===== config.mk =====
export PLATFORM = sky130hd
export DESIGN_NAME = alu_share_arbiter
export DESIGN_NICKNAME = d
export VERILOG_FILES = /design/src/rtl/alu_share_arbiter_pkg.sv /design/src/rtl/alu_share_arbiter_alu.sv /design/src/rtl/alu_share_arbiter.sv
export SDC_FILE = /design/constraint.sdc
export NUM_CORES = 1
export LEC_CHECK = 0
export ABC_AREA = 1
export CAP_MARGIN = 20
export CELL_PAD_IN_SITES_DETAIL_PLACEMENT = 1
export CELL_PAD_IN_SITES_GLOBAL_PLACEMENT = 2
export CORE_ASPECT_RATIO = 0.7
export CORE_MARGIN = 10
export CORE_UTILIZATION = 30
export CTS_CLUSTER_DIAMETER = 150
export DETAILED_ROUTE_END_ITERATION = 10
export GPL_TIMING_DRIVEN = 0
export PLACE_DENSITY = 0.91
export SLEW_MARGIN = 20
export SYNTH_ARGS = -nofsm -noshare
export SYNTH_HDL_FRONTEND = slang
export SYNTH_SLANG_ARGS = --single-unit

===== constraint.sdc =====
create_clock -name clk -period 3.4 [get_ports clk]
set_input_delay 0.68 -clock clk [delete_from_list [all_inputs] [get_ports clk]]
set_output_delay 0.68 -clock clk [all_outputs]
set_load 0.005 [all_outputs]

===== src/rtl/alu_share_arbiter_pkg.sv =====
// Shared definitions for the arbitrated ALU: operation codes and arbiter FSM states.
package alu_share_arbiter_pkg;

  localparam int CTRL_W = 4;

  typedef enum logic [3:0] {
    ALU_ADD  = 4'b0000,
    ALU_SUB  = 4'b0001,
    ALU_AND  = 4'b0010,
    ALU_OR   = 4'b0011,
    ALU_SLL  = 4'b0100,
    ALU_SLT  = 4'b0101,
    ALU_SRL  = 4'b0110,
    ALU_XOR  = 4'b0111,
    ALU_SRA  = 4'b1000,
    ALU_SLTU = 4'b1001
  } alu_op_e;

  typedef enum logic [1:0] {
    ST_IDLE = 2'b00,
    ST_EXEC = 2'b01,
    ST_RESP = 2'b10
  } arb_state_e;

endpackage


===== src/rtl/alu_share_arbiter_alu.sv =====
// Combinational ALU shared by all requesters; codes outside the table produce zero.
module alu_share_arbiter_alu
  import alu_share_arbiter_pkg::*;
#(
  parameter int WIDTH = 32
) (
  input  logic [WIDTH-1:0]  a_i,
  input  logic [WIDTH-1:0]  b_i,
  input  logic [CTRL_W-1:0] ctrl_i,
  output logic [WIDTH-1:0]  out_o,
  output logic              zero_o
);

  localparam int SHW = $clog2(WIDTH);

  logic [SHW-1:0]   sh;
  logic [WIDTH-1:0] res;

  assign sh = b_i[SHW-1:0];

  // Operation decode
  always_comb begin
    res = '0;
    case (ctrl_i)
      ALU_ADD:  res = a_i + b_i;
      ALU_SUB:  res = a_i - b_i;
      ALU_AND:  res = a_i & b_i;
      ALU_OR:   res = a_i | b_i;
      ALU_SLL:  res = a_i << sh;
      ALU_SLT:  res = ($signed(a_i) < $signed(b_i)) ? {{(WIDTH-1){1'b0}}, 1'b1} : '0;
      ALU_SRL:  res = a_i >> sh;
      ALU_XOR:  res = a_i ^ b_i;
      ALU_SRA:  res = $unsigned($signed(a_i) >>> sh);
      ALU_SLTU: res = (a_i < b_i) ? {{(WIDTH-1){1'b0}}, 1'b1} : '0;
      default:  res = '0;
    endcase
  end

  assign out_o  = res;
  assign zero_o = (res == '0);

endmodule


===== src/rtl/alu_share_arbiter.sv =====
// Round-robin arbiter sharing one ALU among NREQ requesters, one operation in flight,
// with the registered result held until the owning requester takes it.
module alu_share_arbiter
  import alu_share_arbiter_pkg::*;
#(
  parameter int WIDTH = 32,
  parameter int NREQ  = 2
) (
  input  logic                     clk,
  input  logic                     rst_n,
  input  logic [NREQ-1:0]          req_valid,
  output logic [NREQ-1:0]          req_ready,
  input  logic [NREQ*WIDTH-1:0]    req_a,
  input  logic [NREQ*WIDTH-1:0]    req_b,
  input  logic [NREQ*CTRL_W-1:0]   req_ctrl,
  output logic [NREQ-1:0]          rsp_valid,
  input  logic [NREQ-1:0]          rsp_ready,
  output logic [WIDTH-1:0]         rsp_data,
  output logic                     rsp_zero,
  output logic                     busy
);

  localparam int IDW = (NREQ > 1) ? $clog2(NREQ) : 1;

  arb_state_e        state_q;
  logic [IDW-1:0]    rr_ptr_q;
  logic [IDW-1:0]    rr_ptr_d;
  logic [IDW-1:0]    gnt_idx_q;
  logic [WIDTH-1:0]  a_q;
  logic [WIDTH-1:0]  b_q;
  logic [CTRL_W-1:0] ctrl_q;
  logic [NREQ-1:0]   rsp_valid_q;
  logic [WIDTH-1:0]  rsp_data_q;
  logic              rsp_zero_q;

  logic [IDW-1:0]    win;
  logic              fire;
  logic              accept;
  logic [WIDTH-1:0]  win_a;
  logic [WIDTH-1:0]  win_b;
  logic [CTRL_W-1:0] win_ctrl;
  logic [WIDTH-1:0]  alu_out;
  logic              alu_zero;

  // First valid index at or after ptr, wrapping modulo NREQ.
  function automatic logic [IDW-1:0] rr_pick(input logic [NREQ-1:0] v, input logic [IDW-1:0] ptr);
    logic found;
    int   j;
    rr_pick = ptr;
    found   = 1'b0;
    for (int k = 0; k < NREQ; k++) begin
      j = int'(ptr) + k;
      if (j >= NREQ) begin
        j = j - NREQ;
      end else begin
        j = j;
      end
      if (!found && v[j]) begin
        rr_pick = IDW'(j);
        found   = 1'b1;
      end else begin
        found = found;
      end
    end
  endfunction

  // Arbitration, accept decision and the one-hot ready; nothing is accepted while in reset.
  always_comb begin
    win       = rr_pick(req_valid, rr_ptr_q);
    fire      = (state_q == ST_RESP) && rsp_ready[gnt_idx_q];
    accept    = rst_n && (|req_valid) && ((state_q == ST_IDLE) || fire);
    req_ready = '0;
    if (accept) begin
      req_ready[win] = 1'b1;
    end else begin
      req_ready = '0;
    end
    if (win == IDW'(NREQ - 1)) begin
      rr_ptr_d = '0;
    end else begin
      rr_ptr_d = win + IDW'(1);
    end
    win_a    = req_a[int'(win)*WIDTH +: WIDTH];
    win_b    = req_b[int'(win)*WIDTH +: WIDTH];
    win_ctrl = req_ctrl[int'(win)*CTRL_W +: CTRL_W];
  end

  alu_share_arbiter_alu #(.WIDTH(WIDTH)) u_alu (
    .a_i    (a_q),
    .b_i    (b_q),
    .ctrl_i (ctrl_q),
    .out_o  (alu_out),
    .zero_o (alu_zero)
  );

  // Arbiter FSM: IDLE -> EXEC -> RESP -> IDLE, or RESP -> EXEC when a new op is taken on fire.
  always_ff @(posedge clk or negedge rst_n) begin
    if (!rst_n) begin
      state_q     <= ST_IDLE;
      rr_ptr_q    <= '0;
      gnt_idx_q   <= '0;
      a_q         <= '0;
      b_q         <= '0;
      ctrl_q      <= '0;
      rsp_valid_q <= '0;
      rsp_data_q  <= '0;
      rsp_zero_q  <= 1'b0;
    end else begin
      case (state_q)
        ST_IDLE, ST_RESP: begin
          if (accept) begin
            a_q         <= win_a;
            b_q         <= win_b;
            ctrl_q      <= win_ctrl;
            gnt_idx_q   <= win;
            rr_ptr_q    <= rr_ptr_d;
            rsp_valid_q <= '0;
            state_q     <= ST_EXEC;
          end else if (fire) begin
            rsp_valid_q <= '0;
            state_q     <= ST_IDLE;
          end else begin
            state_q     <= state_q;
          end
        end
        ST_EXEC: begin
          rsp_data_q  <= alu_out;
          rsp_zero_q  <= alu_zero;
          rsp_valid_q <= NREQ'(1) << gnt_idx_q;
          state_q     <= ST_RESP;
        end
        default: begin
          rsp_valid_q <= '0;
          state_q     <= ST_IDLE;
        end
      endcase
    end
  end

  assign rsp_valid = rsp_valid_q;
  assign rsp_data  = rsp_data_q;
  assign rsp_zero  = rsp_zero_q;
  assign busy      = (state_q != ST_IDLE);

endmodule


==> metrics.md, run 1 <==
| Metric | Value |
|---|---|
| Post-Syn Area | 14500 um^2 |
| Failing checks | negative setup slack |
| Max-Cap Viols | 0 |
| Hpwl dp | between 80000 and 90000 um |
| Worst-skew pair later-pin latency | approximately 400 ps |
| Top cell family by delay on the critical path | simple AND/OR/NAND/NOR gates |
| CP Cell Sequence | inv_4 -> buf_2 -> buf_1 -> nand3_1 -> nor2_1 -> nor2_1 -> nand2_1 -> a21oi_2 -> nand3_1 -> nor2_1 -> nand2_1 -> nor2_1 -> nand4_1 -> nand2_1 |
| Design area | 18400 um^2 |
| Layout cells sized above 1 | 0.117 |
| Syn Nets | roughly 2800 |
| PortBufs | 179 |
| Routed vias/inst | 5.87 |
| Die X | 282 um |
| # diodes | 0 |
| GRT Total Usage | 0.345 |
| Row cnt | between 60 and 70 |
| Initial Util | 0.303 |
| Sequential area share after synthesis | 0.185 |
| Post-Syn Instances | approximately 2500 |
| Post-route DRC | 0 |
| Global-route wire length before repair | 142000 um |
| P&R area growth vs syn | 27.0% |
| I/O Pins | 180 |
| Final clock skew | roughly 11 ps |
| Slew Limit Headroom | 0.227 |
| Crit-path most repeated cell | nor2_1 |
| Critical path buffers and inverters | 3 |
| TritonCTS clock tree | done |
| Final Hold Viols | 0 |
| Pre-antenna DRT Iters | 8 |
| Crit Path Class | flip-flop to flip-flop |
| Worst EP required | 3700 ps |
| Yosys reg bits | 107 |
| Fin Setup TNS | -135 ps |
| Antenna-violating nets left | 0 |
| Crit. End Element | flip-flop |
| Post-route setup slack | -135 ps |
| Full die area | roughly 58000 um^2 |
| Max FO, Critical Path | 10 |
| Clock root buffer | clkbuf_16 |
| Clock transition at path regs | 80 ps |
| Final worst path period share | 1.04 |
| Depth of the CTS H-tree | 3 |
| Final wirelength | about 100000 um |
| Hold Crit Class | primary input to async pin |
| Final Wtd Congestion | 1.03 |
| Nets | ~3000 |
| Status | finished, violations left |
| Core area | 47800 um^2 |
| Initial drt markers | 2395 |
| Worst EP arrival | approximately 3800 ps |
| CP max stage delay | 870 ps |
| Synth Warn # | 0 |
| Vias | 19900 |
| R2R Setup Slk | -130 ps |
| Cell area after placement | 17100 um^2 |
| Final slew viol count | 0 |
| Least-Margin Pin Slew | ~1200 ps |
| Post-DR wirelength/cell | 30.2 um |
| Largest net degree at the start of global routing | 60 |
| Worst setup SP type | flip-flop |
| Gr ovfl total | 0 |
| Initial antenna violation count | 1 |
| Final Critical Period | 3530 ps |
| TritonCTS buffer count | 9 |
| Vias in the first global route | 19500 |
| Unique masters post-synth | 44 |
| Max stage delay cell, worst path | buf_1 |
| Die Y | 204 um |
| Final setup violation count | 1 |
| Synth Area per Inst | 5.71 um^2 |
| Num Clock Sinks | between 100 and 150 |
| CTS max path bufs | 2 |
| Max frequency | around 280 MHz |
-- cell usage after synthesis (all sizes together) --
cell,number,share of area
nand2,821,0.22
nand3,497,0.17
inv,294,0.076
nor2,226,0.061
dfrtp,107,0.19
o21ai,102,0.035
ha,99,0.086
buf,93,0.036
a21oi,71,0.025
o211ai,45,0.023
a22oi,34,0.018
clkbuf,32,0.0083
nand4,26,0.011
o22ai,19,0.0082
nor3,16,0.0059
and2,11,0.0048
o21bai,11,0.0057
a31oi,4,0.0017
nand3b,4,0.0021
nor4,3,0.0013
o2111ai,3,0.0018
o221ai,3,0.0018
a211oi,2,0.0010
clkinv,2,0.00052
fa,2,0.0028
a221oi,1,0.00061
and3,1,0.00043
o21a,1,0.00052
o41ai,1,0.00061
or2,1,0.00043
-- cell usage in the layout (no fill, tap or decap), types with 26 or more instances in the layout --
master	instances
ha_1	96
a21oi_1	65
o21ai_0	94
nor2_2	28
nor2_1	184
nand2_1	764
clkdlybuf4s50_1	177
dfrtp_1	92
buf_2	52
clkbuf_1	29
a22oi_1	33
o211ai_1	45
nand3_1	467
nand4_1	26
nand2_2	45
buf_4	54
inv_1	276
-- registers in the layout (all words and copies together), names as in the netlist --
register / cells
b_q: 32
rsp_data: 32
rsp_valid: 2
rsp_zero: 1
rr_ptr_q: 1
ctrl_q: 4
a_q: 32
state_q: 2
gnt_idx_q: 1
-- stage by stage --
step | std cells | utilization | setup slack [ps] | hold slack [ps]
6_report | 3395 | 0.384 | -135 | 198
5_1_grt | 3395 | 0.384 | -73.7 | 230
4_1_cts | 3363 | 0.373 | 2.72 | 216
3_5_place_dp | 3333 | 0.357 | -1360 | 472
3_3_place_gp | 3332 | 0.357 | -5030 | 466
2_1_floorplan | 2532 | - | 503 | 384
-- worst paths after layout --
check	cells after the start	to	from
hold reg to reg	2	rsp_data[11]	rsp_data[11]
max in group asynchronous	2	b_q[2]	rst_n
min in group clk	2	rsp_data[11]	rsp_data[11]
setup reg to reg	14	rsp_zero	b_q[2]
setup / recovery	14	rsp_zero	b_q[2]
hold / removal	1	rsp_data[11]	rst_n
-- per-layer routing --
layer	vias to the layer above	track usage	part of all wire
met2	1157	0.475	0.39
met1	9904	0.507	0.46
li1	8756	-	-
met3	109	0.115	0.13
met4	0	0.0741	0.022
met5	-	0	0
-- worst register-to-register path, stage by stage, from the launching register on --
cell and delay (ps):
dfrtp_2 490, inv_4 120, buf_2 380, buf_1 880, nand3_1 380, nor2_1 210, nor2_1 70, nand2_1 220
a21oi_2 130, nand3_1 140, nor2_1 60, nand2_1 130, nor2_1 70, nand4_1 90, nand2_1 60
-- logic make-up after synthesis --
| group | synth area share |
|---|---|
| compound gates | 0.123 |
| simple gates | 0.482 |
| fa+ha+maj | 0.0884 |
| buf+inv | 0.122 |
| flops | 0.185 |
-- cell type report --
type                            instances  area, um^2
Clock inverter                          6        62.6
Buffer                                125         786
Timing Repair Buffer                  226        2170
Sequential cell                       107        2700
Clock buffer                           10         239
Tap cell                              621         777
Inverter                              296        1120
Multi-Input combinational cell       2004       10500
Fill cell                            6346       29400
-- timing repair --
action | in CTS | in global routing
gates resized for setup | 110 | 92
setup endpoints to repair | 34 | 9
setup buffers | 14 | 30
pin swaps | 15 | 23
cloned | 0 | 2
hold buffers | 0 | 0
endpoints found under the hold margin | 0 | 0
Power of run 1 is left out: the tool's default activity adds up to more than one toggle a clock period on the data nets, which glitch-free logic cannot reach.
==> run 2: changes to the inputs <==
--- a/config.mk
+++ b/config.mk
@@ -6,6 +6,7 @@
 export NUM_CORES = 1
 export LEC_CHECK = 0
 export ABC_AREA = 1
+export ABC_CLOCK_PERIOD_IN_PS = 3400
 export CAP_MARGIN = 20
 export CELL_PAD_IN_SITES_DETAIL_PLACEMENT = 1
 export CELL_PAD_IN_SITES_GLOBAL_PLACEMENT = 2
@@ -15,7 +16,7 @@
 export CTS_CLUSTER_DIAMETER = 150
 export DETAILED_ROUTE_END_ITERATION = 10
 export GPL_TIMING_DRIVEN = 0
-export PLACE_DENSITY = 0.91
+export PLACE_DENSITY = 0.88
 export SLEW_MARGIN = 20
 export SYNTH_ARGS = -nofsm -noshare
 export SYNTH_HDL_FRONTEND = slang
==> metrics.md, run 2 (same netlist as run 1, synthesis figures left out) <==
| Metric | Value |
|---|---|
| Worst EP arrival | 3820 ps |
| R2R cell count | 13 |
| Final slew viol count | 0 |
| Hpwl dp | approximately 86000 um |
| Initial antenna violation count | 3 |
| Final wirelength | 103000 um |
| Max frequency | about 290 MHz |
| Gr ovfl total | 0 |
| Least-Margin Pin Slew | around 1100 ps |
| Final hold slack | 229 ps |
| Post-route DRC | 0 |
| Clock root buffer | clkbuf_16 |
| PortBufs | 179 |
| GRT Total Usage | 0.346 |
| Final Critical Period | 3480 ps |
| Cells after DPL | between 3000 and 4000 |
| Hold Crit Class | primary input to async pin |
| Die Y | 204 um |
| Gr busiest metal | met1 |
| P&R area growth vs syn | 25.5% |
| Max FO, Critical Path | 10 |
| TritonCTS clock tree | done |
| Final Hold Viols | 0 |
| Final worst path period share | 1.02 |
| Fin Setup TNS | -78.5 ps |
| Post-route setup slack | -78.5 ps |
| Final clock skew | 14.7 ps |
| Die X | 282 um |
| Nets | about 3000 |
| Core area | around 48000 um^2 |
| Met1 Use GR | 0.508 |
| Final non-filler cell total | approximately 3400 |
| R2R Setup Slk | -80 ps |
| Crit. End Element | flip-flop |
| R2r endpoint | rsp_zero |
| Crit path launch | b_q[3] |
| GR Layer Usage met3 | 0.110 |
| Final setup violation count | 1 |
| Max-Cap Viols | 0 |
| Vias | 19800 |
| Layout cells sized above 1 | 0.103 |
| Worst EP required | 3750 ps |
| Vias in the first global route | approximately 19000 |
| Global-route wire length before repair | 143000 um |
| Layout fillers | about 6400 |
| Final Wtd Congestion | 1.05 |
| Worst setup SP type | flip-flop |
| Depth of the CTS H-tree | 3 |
| Routed vias/inst | 5.85 |
| Status | finished, violations left |
| Worst-skew pair later-pin latency | 410 ps |
| Pre-antenna DRT Iters | 5 |
| Commonest non-fill, non-tap cell in the layout | nand2_1 |
| Num Clock Sinks | 107 |
| R2r startpoint | b_q[3] |
| Met2 usage | 0.476 |
| Post-DR wirelength/cell | 30.4 um |
| Core Util, Final | 0.380 |
| Initial drt markers | 2273 |
| Initial Util | 0.303 |
| Full die area | 57600 um^2 |
| I/O Pins | 180 |
| CTS max path bufs | 2 |
| Hold-fix buffers at CTS | 0 |
| Largest net degree at the start of global routing | 56 |
| Leading cell types in the layout, fill and taps excluded | 769 x nand2_1, 472 x nand3_1, 279 x inv_1, 194 x nor2_1, 177 x clkdlybuf4s50_1 |
| RSZ-0062 raised after global routing | yes |
| Failing checks | negative setup slack |
| Slew Limit Headroom | 0.267 |
| TritonCTS buffer count | 9 |
| Crit Path Class | flip-flop to flip-flop |
| Antenna-violating nets left | 0 |
| Clock transition at path regs | 80 ps |
| Row cnt | 67 |
[run 2: cell count changes in the layout (fill, tap and decap cells not counted), moves of 3 or more]
cell,previous run,this run
nand3_2,24,21
nor2_2,28,20
buf_4,54,40
nand3_1,467,472
nand2_2,45,41
nor2_1,184,194
inv_1,276,279
nand2_1,764,769
[run 2: how the worst max path moves through the flow]
| stage | cells after the start | to |
|---|---|---|
| 6_report | 13 | rsp_zero |
| 5_1_grt | 21 | rsp_zero |
| 4_1_cts | 23 | rsp_zero |
| 3_5_place_dp | 23 | rsp_zero |
| 3_3_place_gp | 5 | req_ready[0] |
| 2_1_floorplan | 21 | rsp_zero |
[run 2: final cells by class]
cell class	instances	area, um^2	area share
multi-input cells	2004	10400	0.573
repair buffers	212	2080	0.115
flip-flops and latches	107	2700	0.148
diodes	1	2.50	0.000138
well taps	621	777	0.0428
inverters	296	1120	0.0616
clock buffers	10	239	0.0132
plain buffers	124	773	0.0426
clock inverters	6	63.8	0.00351
[run 2: worst max-delay path: stages (launching register included)]
cell      delay (ps)
dfrtp_1          420
buf_4            140
buf_2            290
clkbuf_1         730
nand3_1          390
nand3_1          240
nand3_1           90
nor2_1           270
nand3_2          230
nor2_1           230
nand3_2          100
nor2_2           140
nand4_1           90
nand2_1           60
[run 2: per-layer routing]
metal  vias up  routed length (um)  share of wire
met2      1088               39400           0.38
met5         -                   0              0
met3       118               11900           0.12
met4         0                2390          0.023
met1      9844               49100           0.48
li1       8717                   -              -
[run 2: metrics by stage]
stage | setup slack [ps] | area (um^2)
4_1_cts | 3.53 | 17700
3_5_place_dp | -1270 | 17100
3_3_place_gp | -5070 | 17000
6_report | -78.5 | 18200
2_1_floorplan | 503 | 14500
5_1_grt | -89.7 | 18200
[run 2: what timing repair did]
item                                    CTS  global route
setup buffers                            13            17
endpoints found under the setup margin   35            22
cloned                                    0             2
pin swaps                                10            15
gates resized for setup                  93            77
Power of run 2 is left out for the same reason.
==> run 3: changes to the inputs <==
--- a/config.mk
+++ b/config.mk
@@ -6,17 +6,17 @@
 export NUM_CORES = 1
 export LEC_CHECK = 0
 export ABC_AREA = 1
-export ABC_CLOCK_PERIOD_IN_PS = 3400
+export ABC_CLOCK_PERIOD_IN_PS = 4100
 export CAP_MARGIN = 20
 export CELL_PAD_IN_SITES_DETAIL_PLACEMENT = 1
 export CELL_PAD_IN_SITES_GLOBAL_PLACEMENT = 2
 export CORE_ASPECT_RATIO = 0.7
 export CORE_MARGIN = 10
-export CORE_UTILIZATION = 30
+export CORE_UTILIZATION = 32
 export CTS_CLUSTER_DIAMETER = 150
 export DETAILED_ROUTE_END_ITERATION = 10
 export GPL_TIMING_DRIVEN = 0
-export PLACE_DENSITY = 0.88
+export PLACE_DENSITY = 0.93
 export SLEW_MARGIN = 20
 export SYNTH_ARGS = -nofsm -noshare
 export SYNTH_HDL_FRONTEND = slang
==> constraint.sdc (replaced) <==
create_clock -name clk -period 4.1 [get_ports clk]
set_input_delay 0.82 -clock clk [delete_from_list [all_inputs] [get_ports clk]]
set_output_delay 0.82 -clock clk [all_outputs]
set_load 0.005 [all_outputs]
==> metrics.md, run 3 (same netlist as run 1, synthesis figures left out) <==
| Metric | Value |
|---|---|
| Commonest non-fill, non-tap cell in the layout | nand2_1 |
| Final Critical Period | 4020 ps |
| CP Capture Point | req_ready[1] |
| Row cnt | between 60 and 70 |
| Crit path launch | rsp_ready[1] |
| Worst-skew pair later-pin latency | a little over 400 ps |
| Least-Margin Pin Slew | 1230 ps |
| Final Wtd Congestion | 1.07 |
| Clock root buffer | clkbuf_16 |
| Hpwl dp | 82700 um |
| Final worst path period share | 0.980 |
| Initial antenna violation count | 4 |
| GRT Total Usage | 0.352 |
| I/O Pins | 180 |
| Antenna-violating nets left | 0 |
| Initial drt markers | 2715 |
| Max FO, Critical Path | 10 |
| Layout fillers | 6140 |
| Vias in the first global route | around 19000 |
| Post-DR wirelength/cell | between 20 and 30 um |
| Largest net degree at the start of global routing | 60 |
| Gr ovfl total | 0 |
| Post-route setup slack | 81.7 ps |
| Num Clock Sinks | 107 |
| Worst EP arrival | ~3200 ps |
| Status | completed |
| Layout cells sized above 1 | 0.0598 |
| Vias | roughly 19000 |
| Routed vias/inst | ~5.8 |
| R2R Setup Slk | roughly 90 ps |
| Leading cell types in the layout, fill and taps excluded | 790 x nand2_1, 492 x nand3_1, 285 x inv_1, 209 x nor2_1, 178 x clkdlybuf4s50_1 |
| Global-route wire length before repair | 137000 um |
| Initial Util | 0.322 |
| Depth of the CTS H-tree | 3 |
| Crit Path Class | primary input to output port |
| TritonCTS clock tree | done |
| P&R area growth vs syn | 20.2% |
| Slew Limit Headroom | 0.181 |
| Max frequency | 249 MHz |
| Final clock skew | 15.6 ps |
| Worst EP required | 3280 ps |
| Place WS | -603 ps |
| Nets | 2967 |
| Core area | 44900 um^2 |
| CTS max path bufs | 2 |
| Final setup violation count | 0 |
| Die Y | 198 um |
| Final wirelength | 97400 um |
| Full die area | 54300 um^2 |
| Final Hold Viols | 0 |
| Crit. End Element | output port |
| Worst setup SP type | primary input |
| PortBufs | approximately 180 |
| Die X | 274 um |
| Hold Crit Class | primary input to async pin |
| # diodes | 0 |
| Register area | 2680 um^2 |
| Hold-fix buffers at CTS | 0 |
| Post-route DRC | 0 |
| Multi-input logic area | 10100 um^2 |
| Pre-antenna DRT Iters | 6 |
| Final slew viol count | 0 |
| Max-Cap Viols | 0 |
| R2r endpoint | rsp_zero |
| Clock transition at path regs | 70 ps |
| TritonCTS buffer count | 9 |
| R2R cell count | 19 |
| R2r startpoint | b_q[1] |
-- run 3: cell types whose count changed in the layout (fill, tap and decap cells not counted), moves of 9 or more --
cell and change:
nor2_4 -9, nand3_1 +20, nand2_1 +21, nand2_2 -18, nor2_1 +15, dfrtp_2 -14
buf_4 -19, nand3_2 -16, dfrtp_1 +14
-- run 3: what timing repair did --
item                                    4_1_cts  5_1_grt
pin swaps                                     0        2
endpoints found under the setup margin       15        4
setup buffers                                 0        4
gates resized for setup                       5       13
-- run 3: metal layers --
metal  GRT usage  wire (um)
met2       0.486      37200
met1       0.510      45100
met5           0          0
met4      0.0822       2400
met3       0.116      12700
-- run 3: how the worst min path moves through the flow --
stage / end / slack (ps) / cells past startpoint
2_1_floorplan: rsp_valid[0] / 460 / 1
3_3_place_gp: rsp_data[8] / 460 / 2
3_5_place_dp: rsp_data[7] / 470 / 2
4_1_cts: rsp_data[29] / 410 / 1
5_1_grt: rsp_data[29] / 430 / 1
6_report: rsp_data[29] / 390 / 1
-- run 3: stage by stage --
stage | hold slack [ps] | setup TNS [ps] | util | std cells | area (um^2)
6_report | 391 | 0 | 0.387 | 3331 | 17400
2_1_floorplan | 461 | 0 | - | 2532 | 14500
3_3_place_gp | 465 | -543310 | 0.379 | 3314 | 17000
4_1_cts | 414 | 0 | 0.386 | 3327 | 17300
3_5_place_dp | 473 | -1970 | 0.380 | 3315 | 17000
5_1_grt | 426 | -22.7 | 0.387 | 3331 | 17400
-- run 3: worst max-delay path, cell delays in order --
cell and delay, ps:
clkdlybuf4s50_1 470, nor2_1 50, nor3_1 150, o21ai_0 160, nand2_1 120, o211ai_1 260
nor2_2 330, buf_4 280, clkdlybuf4s50_1 540
-- run 3: layout make-up --
class                      instances  share of cell area
buffer                           122              0.0375
multi-input combinational       2004               0.578
inverter                         296              0.0640
tap                              603              0.0434
timing repair buffer             184               0.106
sequential                       107               0.154
clock buffer                       9              0.0129
clock inverter                     6             0.00331
Power of run 3 is left out for the same reason.
